--- src/rtl/dmem_arbiter.sv ---
// Two-port round-robin arbiter and sequencer for the single-port data memory.
// Port 0 is the core load/store path, port 1 the DMA/debug master.
module dmem_arbiter #(
  parameter int DEPTH = 1024,
  parameter int IDX_W = $clog2(DEPTH)
) (
  input  logic        clk,
  input  logic        reset_n,

  input  logic        p0_req,
  input  logic        p0_we,
  input  logic [31:0] p0_addr,
  input  logic [31:0] p0_wdata,
  output logic        p0_gnt,
  output logic        p0_resp,
  output logic        p0_err,
  output logic [31:0] p0_rdata,

  input  logic        p1_req,
  input  logic        p1_we,
  input  logic [31:0] p1_addr,
  input  logic [31:0] p1_wdata,
  output logic        p1_gnt,
  output logic        p1_resp,
  output logic        p1_err,
  output logic [31:0] p1_rdata,

  output logic        MemRW,
  output logic [31:0] Address,
  output logic [31:0] WriteData,
  input  logic [31:0] ReadData
);

  typedef enum logic {
    IDLE,
    ACCESS
  } state_t;

  state_t             state_q;
  logic               last_q;
  logic               port_q;
  logic               err_q;
  logic               rd_ok_q;
  logic               memrw_q;
  logic [IDX_W-1:0]   idx_q;
  logic [31:0]        wd_q;

  logic               idle;
  logic               sel1;
  logic               any_gnt;
  logic               c_we;
  logic [31:0]        c_addr;
  logic [31:0]        c_wdata;
  logic               c_err;

  assign idle = (state_q == IDLE) && reset_n;

  // Port 1 wins a tie only when port 0 was granted last.
  assign sel1 = p1_req && (!p0_req || !last_q);

  assign p1_gnt  = idle && sel1;
  assign p0_gnt  = idle && p0_req && !sel1;
  assign any_gnt = p0_gnt || p1_gnt;

  always_comb begin
    c_we    = p0_we;
    c_addr  = p0_addr;
    c_wdata = p0_wdata;
    if (sel1) begin
      c_we    = p1_we;
      c_addr  = p1_addr;
      c_wdata = p1_wdata;
    end
  end

  assign c_err = (c_addr[1:0] != 2'b00) ||
                 (|c_addr[31:IDX_W+2]);

  assign MemRW     = memrw_q;
  assign Address   = {{(32-IDX_W){1'b0}}, idx_q};
  assign WriteData = wd_q;

  always_ff @(posedge clk or negedge reset_n) begin
    if (!reset_n) begin
      state_q  <= IDLE;
      last_q   <= 1'b1;
      port_q   <= 1'b0;
      err_q    <= 1'b0;
      rd_ok_q  <= 1'b0;
      memrw_q  <= 1'b0;
      idx_q    <= '0;
      wd_q     <= '0;
      p0_resp  <= 1'b0;
      p0_err   <= 1'b0;
      p0_rdata <= '0;
      p1_resp  <= 1'b0;
      p1_err   <= 1'b0;
      p1_rdata <= '0;
    end else begin
      unique case (state_q)
        IDLE: begin
          p0_resp <= 1'b0;
          p0_err  <= 1'b0;
          p1_resp <= 1'b0;
          p1_err  <= 1'b0;
          if (any_gnt) begin
            state_q <= ACCESS;
            last_q  <= sel1;
            port_q  <= sel1;
            err_q   <= c_err;
            rd_ok_q <= !c_we && !c_err;
            memrw_q <= c_we && !c_err;
            idx_q   <= c_addr[IDX_W+1:2];
            wd_q    <= (c_we && !c_err) ? c_wdata : '0;
          end
        end
        ACCESS: begin
          state_q <= IDLE;
          memrw_q <= 1'b0;
          idx_q   <= '0;
          wd_q    <= '0;
          if (port_q) begin
            p1_resp  <= 1'b1;
            p1_err   <= err_q;
            p1_rdata <= rd_ok_q ? ReadData : '0;
          end else begin
            p0_resp  <= 1'b1;
            p0_err   <= err_q;
            p0_rdata <= rd_ok_q ? ReadData : '0;
          end
        end
        default: state_q <= IDLE;
      endcase
    end
  end

endmodule

--- config.mk ---
export PLATFORM = sky130hd
export DESIGN_NAME = dmem_arbiter
export DESIGN_NICKNAME = d
export VERILOG_FILES = /design/src/rtl/dmem_arbiter.sv
export SDC_FILE = /design/constraint.sdc
export NUM_CORES = 1
export LEC_CHECK = 0
export CORE_MARGIN = 4
export CORE_UTILIZATION = 25
export DETAILED_ROUTE_END_ITERATION = 16
export PLACE_DENSITY_LB_ADDON = 0.08
export SLEW_MARGIN = 20
export SYNTH_ARGS = -nofsm -noshare
export SYNTH_HDL_FRONTEND = slang
export SYNTH_SLANG_ARGS = --single-unit
--- constraint.sdc ---
create_clock -name clk -period 1.9 [get_ports clk]
set_input_delay 0.285 -clock clk [delete_from_list [all_inputs] [get_ports clk]]
set_output_delay 0.285 -clock clk [all_outputs]
set_load 0.05 [all_outputs]
==> impl_metrics.env <==
export IMPL_crit_fanout=2
export IMPL_clock_path_buffers=2
export IMPL_grt_pass1_wl_um=27100
export IMPL_cp_cell_sequence="clkdlybuf4s50_1"
export IMPL_max_slew_margin_rel_pct=58.0
export IMPL_synth_compound_area_share_pct=19.9
export IMPL_portBuffers=278
export IMPL_power_frac_comb_pct=19.2
export IMPL_required_ns=1.62
export IMPL_first_iter_violations=114
export IMPL_cts_htree_levels=4
export IMPL_synth_top_cell_by_area="dfrtp_1"
export IMPL_outcome="finished clean"
export IMPL_dp_hpwl_um=13400
export IMPL_final_hold_violation_count=0
export IMPL_grt_overflow_total=0
export IMPL_yosysMostFrequentCell="nand2_1"
export IMPL_muxShareOfSynthArea_pct=7.69
export IMPL_fin_tns_setup_ns=0
export IMPL_synth_simple_area_share_pct=13.0
export IMPL_ys_flop_type="dfrtp_1"
export IMPL_dieArea_um2=24600
export IMPL_numCtsBuffers=17
export IMPL_crit_buf_inv=1
export IMPL_dp_slack_ns=-0.240
export IMPL_clkTransAtPathRegs_ns=0.06
export IMPL_clk_latency_ns=0.41
export IMPL_maxCapViolCount=0
export IMPL_nets=978
export IMPL_final_max_slew_violation_count=0
export IMPL_vdd_drop_max_mv=0.411
export IMPL_synthAdderAreaFrac_pct=0
export IMPL_clockPowerShare_pct=44.4
export IMPL_worstSetupPathType="reg -> out"
export IMPL_power_frac_seq_pct=36.3
export IMPL_drive_gt1_share_pct=17.0
export IMPL_synth_seq_area_share_pct=52.3
export IMPL_dr_total_vias=4764
export IMPL_tightest_slew_ns=0.630
export IMPL_cts_sinks=116
export IMPL_rows=54
export IMPL_cts_tree="done"
export IMPL_core_area_um2=21800
export IMPL_yosys_register_bits=116
export IMPL_whs_ns=0.0296
export IMPL_area_growth_pct=70.6
export IMPL_grt_setup_unrepaired="no"
export IMPL_finalWorstSetupSlack_ns=0.0445
export IMPL_switching_share_pct=28.4
export IMPL_synth_top_family_by_area="compound AO/OA/AOI/OAI gates"
export IMPL_num_io_pins=301
export IMPL_die_y_um=157
export IMPL_ys_warnings_count=0
export IMPL_worstRegToRegCells=5
export IMPL_min_period_ns=1.86
export IMPL_gp_congestion=0.739
export IMPL_grtUsageTotal_pct=14.0
export IMPL_slowest_stage="clkdlybuf4s50_1"
export IMPL_post_route_period_util_pct=97.7
export IMPL_syn_area_per_cell_um2=10.9
export IMPL_final_antenna_net_count=0
export IMPL_async_flop_share_pct=100
export IMPL_routedWlPerCell_um=15.8
export IMPL_viasPerCell=4.31
export IMPL_critPathLaunchType="flip-flop"
export IMPL_critical_path_arrival_ns=1.57
export IMPL_power_density_nw_per_um2=750
export IMPL_r2r_slack_ns=0.17
export IMPL_grt_pass1_vias=5067
export IMPL_wirelength_um=17500
export IMPL_hp_class="in -> async"
export IMPL_p_leak_nw=4.79
export IMPL_switchingPower_mw=2.02
export IMPL_p_int_mw=5.08
export IMPL_endpoint_kind="primary output"
export IMPL_clockRootBuffer="clkbuf_16"
export IMPL_antenna_found_initial=1
export IMPL_syn_area_um2=5550
export IMPL_synth_xor_area_share_pct=0
export IMPL_synth_cells=509
export IMPL_setup_viol=0
export IMPL_post_route_drc_count=0
export IMPL_reg2reg_from="last_q"
export IMPL_netlist_top_cells_count="nand2_1 (142), dfrtp_1 (115), o21ai_1 (49), mux2i_1 (40), o31ai_4 (28)"
export IMPL_diodes=0
export IMPL_ys_top_cells_by_area="dfrtp_1 (52%), o31ai_4 (11%), nand2_1 (9.6%)"
export IMPL_start_util_pct=25.4
export IMPL_reg2reg_to="WriteData[30]"
export IMPL_fmaxAchievable_mhz=539
export IMPL_synth_cell_types=42
export IMPL_max_stage_delay_ns=0.81
export IMPL_die_w_um=157
export IMPL_finalPower_mw=7.10
export IMPL_synth_top_area_share_pct=51.9
export IMPL_finClkSkew_ns=0.00904
export IMPL_synth_edf_count=0
export IMPL_crit_family="buffers and inverters"
export IMPL_dr_pass1_iters=4
export IMPL_grt_max_degree=117
[area by class of cell]
| cell class | instances | area [um^2] |
|---|---|---|
| clock buffers | 17 | 425 |
| clock inverters | 15 | 156 |
| fillers | 2074 | 12400 |
| inverters | 2 | 7.51 |
| multi-input cells | 355 | 2370 |
| flip-flops and latches | 116 | 2900 |
| well taps | 280 | 350 |
| repair buffers | 320 | 3250 |
[placed cells by master, fill, tap and decap left out, drive strengths merged, types with 3 or more instances in the layout]
cell type	n
nor2	6
dlymetal6s2s	40
clkinv	5
a311oi	3
buf	65
dfrtp	115
o31ai	33
clkinvlp	5
conb	22
nor4	10
nand3b	4
clkbuf	17
o21ai	71
inv	5
dlygate4sd2	23
nand2	144
mux2i	40
clkdlybuf4s50	192
[registers in the layout, summed over array words and instances, names as in the netlist]
name / cells
p0_resp: 1
state_q: 1
WriteData: 32
last_q: 1
p0_rdata: 32
p1_resp: 1
MemRW: 1
p0_err: 1
rd_ok_q: 1
idx_q: 10
err_q: 1
port_q: 1
p1_rdata: 32
p1_err: 1
[repair_timing]
item | in CTS | in global routing
setup buffers | 1 | 0
pin swaps | 1 | 0
resized for setup | 24 | 41
endpoints found under the hold margin | 0 | 0
hold buffers | 0 | 0
setup endpoints to repair | 25 | 41
[layer usage]
metal  share of wire, %  GRT usage (%)
met1                 41           17.1
met2                 47           22.7
met3                 10           5.88
met4                1.1           4.09
met5              0.074              0
[power by group through the flow]
stage,Clock (mW),Sequential [mW],Combinational [mW]
final,3.15,2.58,1.36
after global routing,3.35,2.59,1.46
after CTS,3.24,2.58,1.39
after detailed placement,0,2.62,1.39
after global placement,0,2.62,1.38
after floorplan,0,2.78,0.532
[worst max path at each step]
stage | slack [ns] | depth (start not counted) | start | endpoint
2_1_floorplan | 0.22 | 3 | state_q | p0_gnt
3_3_place_gp | -0.19 | 6 | p0_req | WriteData[19]
3_5_place_dp | -0.24 | 6 | p0_req | WriteData[0]
5_1_grt | 0.00005 | 1 | p0_rdata[30] | p0_rdata[30]
6_report | 0.04 | 1 | p0_rdata[30] | p0_rdata[30]
4_1_cts | 0.0002 | 1 | p0_resp | p0_resp
[through the flow]
stage / cell area, um^2 / utilization (%) / cells
after floorplan: 5630 / - / 530
after global placement: 8800 / 40.3 / 1072
after detailed placement: 8800 / 40.3 / 1072
after CTS: 9360 / 42.9 / 1105
after global routing: 9470 / 43.4 / 1105
final: 9470 / 43.4 / 1105
[cells by family after synthesis]
logic type,count (synthesis)
mux,42
simple gates,174
other cells,1
compound gates,117
flops,116
buf+inv,59
Power figures use the tool's default switching activity.
